File: src/rtl/tlb_lookup_sched.sv
// Arbitrates the single TLB lookup port between fetch, data and CP0 TLB ops,
// registers translation results and maintains the Random victim register.
module tlb_lookup_sched #(
    parameter logic [4:0] WIRED = 5'd0
) (
    input  logic        clk,
    input  logic        rst,
    input  logic        if_req,
    input  logic [31:0] if_vaddr,
    output logic        if_gnt,
    output logic        if_valid,
    output logic [31:0] if_paddr,
    output logic [2:0]  if_exc,
    input  logic        dm_req,
    input  logic [31:0] dm_vaddr,
    input  logic        dm_store,
    output logic        dm_gnt,
    output logic        dm_valid,
    output logic [31:0] dm_paddr,
    output logic [2:0]  dm_exc,
    input  logic        op_req,
    input  logic [1:0]  op_code,
    input  logic [4:0]  op_index,
    input  logic [31:0] op_entryhi,
    output logic        op_busy,
    output logic        op_done,
    output logic        op_probe_miss,
    output logic [4:0]  op_probe_idx,
    output logic [4:0]  random,
    output logic [31:0] tlb_vaddr,
    output logic [1:0]  tlb_reftype,
    input  logic [31:0] tlb_paddr,
    input  logic        tlb_refill,
    input  logic        tlb_invalid,
    input  logic        tlb_modified,
    input  logic [4:0]  tlb_hitidx,
    output logic [4:0]  tlb_ridx,
    output logic        tlb_we
);

    typedef enum logic [2:0] {
        IDLE,
        LOOKUP,
        OP_WAIT,
        OP_EXEC,
        OP_DONE
    } state_t;

    localparam logic [1:0] OP_TLBP  = 2'b00;
    localparam logic [1:0] OP_TLBWR = 2'b11;

    state_t      state_q, state_d;
    logic        last_dm_q, last_dm_d;
    logic [1:0]  code_q, code_d;
    logic [4:0]  index_q, index_d;
    logic [31:0] entryhi_q, entryhi_d;
    logic [4:0]  random_q, random_d;
    logic        if_valid_q, if_valid_d;
    logic        dm_valid_q, dm_valid_d;
    logic [31:0] if_paddr_q, if_paddr_d;
    logic [31:0] dm_paddr_q, dm_paddr_d;
    logic [2:0]  if_exc_q, if_exc_d;
    logic [2:0]  dm_exc_q, dm_exc_d;
    logic        probe_miss_q, probe_miss_d;
    logic [4:0]  probe_idx_q, probe_idx_d;

    logic        can_grant;
    logic        pick_if;
    logic        exec;
    logic [31:0] sel_vaddr;
    logic [31:0] xl_paddr;
    logic [2:0]  xl_exc;

    always_comb begin
        can_grant = (state_q == IDLE || state_q == LOOKUP) && !op_req;
        pick_if   = if_req && (!dm_req || last_dm_q);
        if_gnt    = can_grant && pick_if;
        dm_gnt    = can_grant && dm_req && !pick_if;
        exec      = (state_q == OP_EXEC);
        sel_vaddr = dm_gnt ? dm_vaddr : if_vaddr;

        // kseg0/kseg1 bypass the TLB entirely
        if (sel_vaddr[31:30] == 2'b10) begin
            xl_paddr = {3'b000, sel_vaddr[28:0]};
            xl_exc   = 3'b000;
        end else begin
            xl_paddr = tlb_paddr;
            xl_exc   = {tlb_refill, tlb_invalid, tlb_modified};
        end

        tlb_vaddr   = sel_vaddr;
        tlb_reftype = dm_gnt ? (dm_store ? 2'b10 : 2'b01) : 2'b00;
        if (exec && code_q == OP_TLBP) begin
            tlb_vaddr   = entryhi_q;
            tlb_reftype = 2'b01;
        end
        tlb_ridx = (code_q == OP_TLBWR) ? random_q : index_q;
        tlb_we   = exec && code_q[1];

        op_busy       = (state_q == OP_WAIT) || exec;
        op_done       = (state_q == OP_DONE);
        op_probe_miss = probe_miss_q;
        op_probe_idx  = probe_idx_q;
        random        = random_q;
        if_valid      = if_valid_q;
        if_paddr      = if_paddr_q;
        if_exc        = if_exc_q;
        dm_valid      = dm_valid_q;
        dm_paddr      = dm_paddr_q;
        dm_exc        = dm_exc_q;
    end

    always_comb begin
        state_d      = state_q;
        last_dm_d    = last_dm_q;
        code_d       = code_q;
        index_d      = index_q;
        entryhi_d    = entryhi_q;
        probe_miss_d = probe_miss_q;
        probe_idx_d  = probe_idx_q;
        if_valid_d   = if_gnt;
        dm_valid_d   = dm_gnt;
        if_paddr_d   = if_gnt ? xl_paddr : if_paddr_q;
        if_exc_d     = if_gnt ? xl_exc : if_exc_q;
        dm_paddr_d   = dm_gnt ? xl_paddr : dm_paddr_q;
        dm_exc_d     = dm_gnt ? xl_exc : dm_exc_q;

        if (if_gnt || dm_gnt) begin
            last_dm_d = dm_gnt;
        end

        unique case (state_q)
            IDLE, LOOKUP: begin
                if (op_req) begin
                    state_d   = OP_WAIT;
                    code_d    = op_code;
                    index_d   = op_index;
                    entryhi_d = op_entryhi;
                end else if (if_gnt || dm_gnt) begin
                    state_d = LOOKUP;
                end else begin
                    state_d = IDLE;
                end
            end
            OP_WAIT: state_d = OP_EXEC;
            OP_EXEC: begin
                state_d = OP_DONE;
                if (code_q == OP_TLBP) begin
                    probe_miss_d = tlb_refill;
                    probe_idx_d  = tlb_hitidx;
                end
            end
            OP_DONE: state_d = IDLE;
            default: state_d = IDLE;
        endcase

        // victim must not move in the cycle it is being written
        if (tlb_we && code_q == OP_TLBWR) begin
            random_d = random_q;
        end else if (random_q <= WIRED) begin
            random_d = 5'd31;
        end else begin
            random_d = random_q - 5'd1;
        end
    end

    always_ff @(posedge clk or posedge rst) begin
        if (rst) begin
            state_q      <= IDLE;
            last_dm_q    <= 1'b1;
            code_q       <= 2'b00;
            index_q      <= 5'd0;
            entryhi_q    <= 32'd0;
            random_q     <= 5'd31;
            if_valid_q   <= 1'b0;
            dm_valid_q   <= 1'b0;
            if_paddr_q   <= 32'd0;
            dm_paddr_q   <= 32'd0;
            if_exc_q     <= 3'd0;
            dm_exc_q     <= 3'd0;
            probe_miss_q <= 1'b0;
            probe_idx_q  <= 5'd0;
        end else begin
            state_q      <= state_d;
            last_dm_q    <= last_dm_d;
            code_q       <= code_d;
            index_q      <= index_d;
            entryhi_q    <= entryhi_d;
            random_q     <= random_d;
            if_valid_q   <= if_valid_d;
            dm_valid_q   <= dm_valid_d;
            if_paddr_q   <= if_paddr_d;
            dm_paddr_q   <= dm_paddr_d;
            if_exc_q     <= if_exc_d;
            dm_exc_q     <= dm_exc_d;
            probe_miss_q <= probe_miss_d;
            probe_idx_q  <= probe_idx_d;
        end
    end

endmodule
File: config.mk
export PLATFORM = sky130hd
export DESIGN_NAME = tlb_lookup_sched
export DESIGN_NICKNAME = d
export VERILOG_FILES = /design/src/rtl/tlb_lookup_sched.sv
export SDC_FILE = /design/constraint.sdc
export NUM_CORES = 1
export LEC_CHECK = 0
export CAP_MARGIN = 5
export CELL_PAD_IN_SITES_DETAIL_PLACEMENT = 2
export CELL_PAD_IN_SITES_GLOBAL_PLACEMENT = 2
export CORE_MARGIN = 5
export CORE_UTILIZATION = 28
export DETAILED_ROUTE_END_ITERATION = 10
export PLACE_DENSITY_LB_ADDON = 0.1
export SLEW_MARGIN = 25
export SYNTH_ARGS = -nofsm -noshare
export SYNTH_HDL_FRONTEND = slang
export SYNTH_SLANG_ARGS = --single-unit
File: constraint.sdc
create_clock -name clk -period 5.9 [get_ports clk]
set_clock_uncertainty 0.05 [all_clocks]
set_input_delay 0.59 -clock clk [delete_from_list [all_inputs] [get_ports clk]]
set_output_delay 0.59 -clock clk [all_outputs]
set_load 0.05 [all_outputs]
* After elaboration in Yosys (flattened, before gate mapping)
Cells that the tools add are included.
** Storage, ports and cells
- Flip-flop bits (word level) :: 126
- Input bits :: 149
- Output and inout bits :: 127
- Word-level logic and storage cells :: 54
** Cells by class
- $add $sub $neg :: 1
- Magnitude comparators :: 1
- Equal/unequal tests :: 6
- Muxes and demuxes :: 12
- Reductions and logical operators :: 20
** Operator list (count)
- 32-bit two-way mux :: 3
- 5-bit two-way mux :: 2
- 3-bit case mux with 3 select lines :: 1
- 1-bit logical AND :: 8
- 2-bit two-way mux :: 4
- 3-bit by 2-bit == test with 1-bit output, second input constant :: 2
- 5-bit by 1-bit <= comparator with 1-bit output, second input constant :: 1
- 5-bit by 1-bit subtractor with 5-bit output, second input constant :: 1
- 2-bit == test, second input constant :: 2
- 1-bit logical OR :: 4
- 2-bit AND reduction :: 2
- 3-bit by 1-bit == test with 1-bit output, second input constant :: 1
- 3-bit == test, second input constant :: 1
- 1-bit logical NOT :: 3
- 3-bit logical NOT :: 1
- 3-bit two-way mux :: 1
- 2-bit logical NOT :: 1
- 2-bit OR reduction :: 1
- 1-bit two-way mux :: 1

* Depth between registers and ports, before layout
- Depth after elaboration :: 9
- Gate-level depth with buffers :: 7
- Depth with buffers taken out :: 6

* Least setup slack after synthesis
OpenSTA, ideal clock, no wires.
- Kind :: input port to output port
- Start :: input dm_req
- End :: output tlb_vaddr[31]
- Data arrival time :: 2.496 ns
- Setup slack :: 2.764 ns
- Stages :: 6
- Buffers on the path :: 1
- Path through :: a21boi_1 nand2_2 inv_1 buf_2 mux2i_1 a21oi_1
** On the way
- Longest elaborated chain between the ends :: 7
- Elaborated cells on any way between the ends :: 8
** RTL lines
- from (decl) :: line 14 : input logic dm_req,
- 1-bit logical NOT :: line 76 : pick_if = if_req && (!dm_req || last_dm_q);
- 1-bit logical OR :: line 76
- 1-bit logical AND :: line 76
- 1-bit logical NOT :: line 78 : dm_gnt = can_grant && dm_req && !pick_if;
- 1-bit logical AND (*) :: line 78
- net dm_gnt :: line 17 : output logic dm_gnt,
- 32-bit two-way mux (*) :: line 80 : sel_vaddr = dm_gnt ? dm_vaddr : if_vaddr;
- 32-bit two-way mux (*) :: line 93 : if (exec && code_q == OP_TLBP) begin
- to (decl) :: line 30 : output logic [31:0] tlb_vaddr,
Mark *: on every way through the listed nets, which the timed path passes. The rest lies on a longest branch.

* Worst setup path in the final report
- Start :: input op_req
- End :: output tlb_vaddr[1]
** On the way
- Longest elaborated chain between the ends :: 6
** RTL lines
- from (decl) :: line 21 : input logic op_req,
- 1-bit logical NOT :: line 75 : can_grant = (state_q == IDLE || state_q == LOOKUP) && !op_req;
- 1-bit logical AND :: line 75
- 1-bit logical AND (2 in series) :: line 78
- 32-bit two-way mux :: line 80
- 32-bit two-way mux :: line 93
No other way between the ends.

==> summary.md <==
| Metric | Value |
|---|---|
| Status | completed |
| RSZ-0062 raised after global routing | false |
| Net count, final | 990 |
| CP Class | in -> out |
| Most common flop cell mapped by yosys | dfrtp_1 |
| Synth Area in Adders | 0.191% |
| Int Pwr | 3.32 mW |
| Reg-to-reg setup timing slack | 3.04 ns |
| Cell count after synthesis | 590 |
| Slew headroom | 29.8% |
| First-pass GRT wire length | 42,700 um |
| Clk sink count | 126 |
| Largest net degree at the start of global routing | 65 |
| Detailed-route DRC error count | 0 |
| Crit-path cells | clkdlybuf4s50_1, nor3_4, nand2_2, buf_4, mux2i_1, a21oi_1, clkdlybuf4s50_1 |
| Vias per cell | 5.14 |
| Row count | 56 |
| Worst R2R Path Depth | 6 |
| Initial antenna violation count | 2 |
| Area delta synth->final | 56.3% |
| Setup WS pre-CTS | 1.71 ns |
| Routed WL | 28,100 um |
| CTS tree | done |
| Final Wtd Congestion | 0.785 |
| Cell Area, Synth | 6560 um2 |
| Slowest stage delay, CP | 0.83 ns |
| Critical path's slowest cell | clkdlybuf4s50_1 |
| Critical path data arrival time | 3.52 ns |
| Simple-gate area share of the yosys netlist | 9.81% |
| All-layer global routing usage | 21.0% |
| IO Port Bufs | 275 |
| R2r startpoint | state_q[1]$_DFF_PP0_ |
| Max Fanout on Critical Path | 30 |
| CP Buf/Inv Count | 3 |
| Final Max Slew Viols | 0 |
| Syn nets | 740 |
| Hold_sp | dm_exc[1]$_DFFE_PP0N_ |
| Starting Density | 28.2% |
| Htree depth | 4 |
| P_sw | 2.88 mW |
| Vias in the first global route | 7,073 |
| Comb pwr share | 54.9% |
| CTS Hold Bufs | 0 |
| Post-Syn Area per Cell | 11.1 um2 |
| Max IR drop VDD | 0.374 mV |
| Largest family of logic cells by synthesized area | multiplexers |
| Clock-pin slew on the worst setup and hold paths | 0.06 ns |
| ANT cells | 0 |
| Share of cells above drive strength 1 | 21.2% |
| Avg WL per Cell | 24.0 um |
| I/O Pins | 276 |
| Sw Ratio | 46.5% |
| Grt ovf | 0 |
| CP Data Required Time | 5.26 ns |
| Fin crit share | 70.5% |
| Clock Power Share | 19.3% |
| Final Hold Fails | 0 |
| DRT iter0 DRCs | 203 |
| Top cell family by delay on the critical path | buffers and inverters |
| Endpoint of the worst-slack reg-to-reg timing path | if_paddr[22]$_DFFE_PP0P_ |
| Post-synthesis sequential area ratio | 48.2% |
| Setup TNS | 0 ns |
| CP endpoint kind | output port |
| Compound-Gate Fraction of Synth Area | 14.3% |
| P_leak | 4.09 nW |
| Worst Tran Pin Value | 1.05 ns |
| Buffer depth of the longest clock path | 2 |
| Worst Setup SP | op_req |
| Final setup margin | 1.74 ns |
| Achievable Freq | 0.240 GHz |
| Sequential cell area | 3160 um2 |
| Async SR Flop Fraction | 100% |
| WHS Endpoint | dm_exc[1]$_DFFE_PP0N_ |
| CP Launch Type | input pin |
| Pwr dens | 605 nW/um2 |
| Hpwl dp | 20,000 um |
| Die area | 26,600 um2 |
| Seq cells post-synth | 126 |
| Chip height | 163 um |
| Multi-input gate area | 3160 um2 |
| Vias | 6,019 |
| Hold crit path type | reg -> reg |
| Library cells used by synthesis | 38 |
| DRT Pass-1 Iters | 4 |
| Post-CTS sizing | 0 |
| CTS root buffer | clkbuf_16 |
| Hold path cells | 2 |
| Num CTS Buffers | 17 |
| Cell repeated most along the worst path | clkdlybuf4s50_1 |
| Die Wd | 163 um |
| Clk_lat worst skew | 0.41 ns |
| # Max-Cap Violations | 0 |
| Sequential group share of total power | 25.8% |
| Post-route ant nets | 0 |
| Ys Warns | 0 |
| Post-CTS Setup Repair Bufs | 0 |
| Fillers | 2,424 |
| Number of synthesized flops with an enable pin | 0 |
| Min cycle time layout | 4.16 ns |
| Final setup viols | 0 |
| Core Footprint | 23,300 um2 |
| Post-Synth XOR/XNOR Area | 0.267% |
| Mux cell area share after synthesis | 23.1% |
per-layer routing:
metal  track usage, %  part of all wire, %  vias to the layer above
met5                0                0.075                        -
met4             6.02                  1.7                        4
met3             7.34                  7.9                       39
met2             36.8                   51                      224
met1             24.2                   40                     3054
li1                 -                    -                     2698
area by class of cell:
class                      count  share of cell area, %
multi-input combinational    404                   30.9
tap                          319                   3.89
timing repair buffer         285                   27.7
clock buffer                  20                   4.46
sequential                   126                   30.8
inverter                       6                  0.244
clock inverter                12                   2.03
power groups by stage:
stage / combinational (mW) / sequential (mW) / clock (mW)
floorplan: 1.25 / 2.52 / 0
global placement: 3.36 / 1.57 / 0
detailed placement: 3.43 / 1.62 / 0
CTS: 3.44 / 1.61 / 1.23
global route: 3.54 / 1.66 / 1.27
finish: 3.40 / 1.60 / 1.20
kinds of logic after synthesis:
logic type      after synthesis
fa+ha+maj                     1
compound gates              147
xor+xnor                      2
mux                         138
flops                       126
simple gates                116
buf+inv                      60
cell usage after synthesis, types with 3 or more instances:
cell type  number  share of area (%)
a211oi_1       58                6.6
a21oi_1        36                2.7
a31oi_1        30                2.9
buf_2          20                1.5
buf_6           3               0.52
clkbuf_1       29                1.7
dfrtp_1       120                 46
dfstp_2         6                2.4
inv_1           5               0.29
mux2_2        106                 18
mux2i_1        32                4.9
nand2_1        31                1.8
nand2b_1        4               0.38
nor2_1         36                2.1
nor3b_1         3               0.34
nor4_1         19                1.8
nor4_2         10                1.9
o21ai_0        15                1.1
worst register-to-register path, cell delays in order, from the launching register on:
cell and delay (ns):
dfrtp_1 0.50, nor3_4 0.24, buf_4 0.45, nand3_1 0.41
inv_2 0.15, buf_4 0.48, mux2_2 0.47
layout by cell type (no fill, tap or decap), types with 2 or more instances in the layout:
cell type,netlist,final
a21oi_1,36,36
nand2_1,31,29
dfrtp_1,120,120
nor3b_1,3,2
dfstp_2,6,6
inv_6,0,2
clkinvlp_4,0,3
clkbuf_16,0,17
nor4_2,10,10
nand3_1,2,2
clkbuf_8,0,2
mux2i_1,32,32
inv_1,5,3
clkdlybuf4s50_1,0,273
nand2b_2,0,2
nand2_2,1,3
nor4_1,19,19
a31oi_1,30,30
o21ai_0,15,15
inv_2,1,2
xnor2_1,2,2
nor2_1,36,36
clkinv_4,0,2
buf_4,0,11
nand2b_1,4,2
mux2_2,106,106
o21ai_1,2,2
bufinv_16,0,5
a211oi_1,58,58
flip-flops by register name, indices dropped and copies added (netlist names):
signal / flops
code_q: 2
entryhi_q: 32
dm_paddr: 32
if_exc: 3
random: 5
if_paddr: 32
op_probe_miss: 1
index_q: 5
last_dm_q: 1
dm_valid: 1
op_probe_idx: 5
dm_exc: 3
state_q: 3
if_valid: 1
stage by stage:
step	utilization [%]	cells	hold WS [ns]	total power [mW]	instance area, um2
after floorplan	-	590	0.425	3.77	6560
after global placement	41.2	1140	0.412	4.94	9580
after detailed placement	41.2	1140	0.429	5.04	9580
final	44.1	1172	0.434	6.20	10200
after global routing	44.1	1172	0.467	6.48	10200
after CTS	44.1	1172	0.443	6.28	10200
how the worst max path moves through the flow:
stage / end / slack, ns / cells after the start
floorplan: code_q[0]$_DFFE_PP0P_ / 1.91 / 1
global placement: tlb_vaddr[1] / 1.86 / 7
detailed placement: tlb_vaddr[5] / 1.71 / 7
CTS: tlb_vaddr[5] / 1.71 / 7
global route: tlb_vaddr[1] / 1.60 / 7
finish: tlb_vaddr[1] / 1.74 / 7
Power figures use the tool's default switching activity.
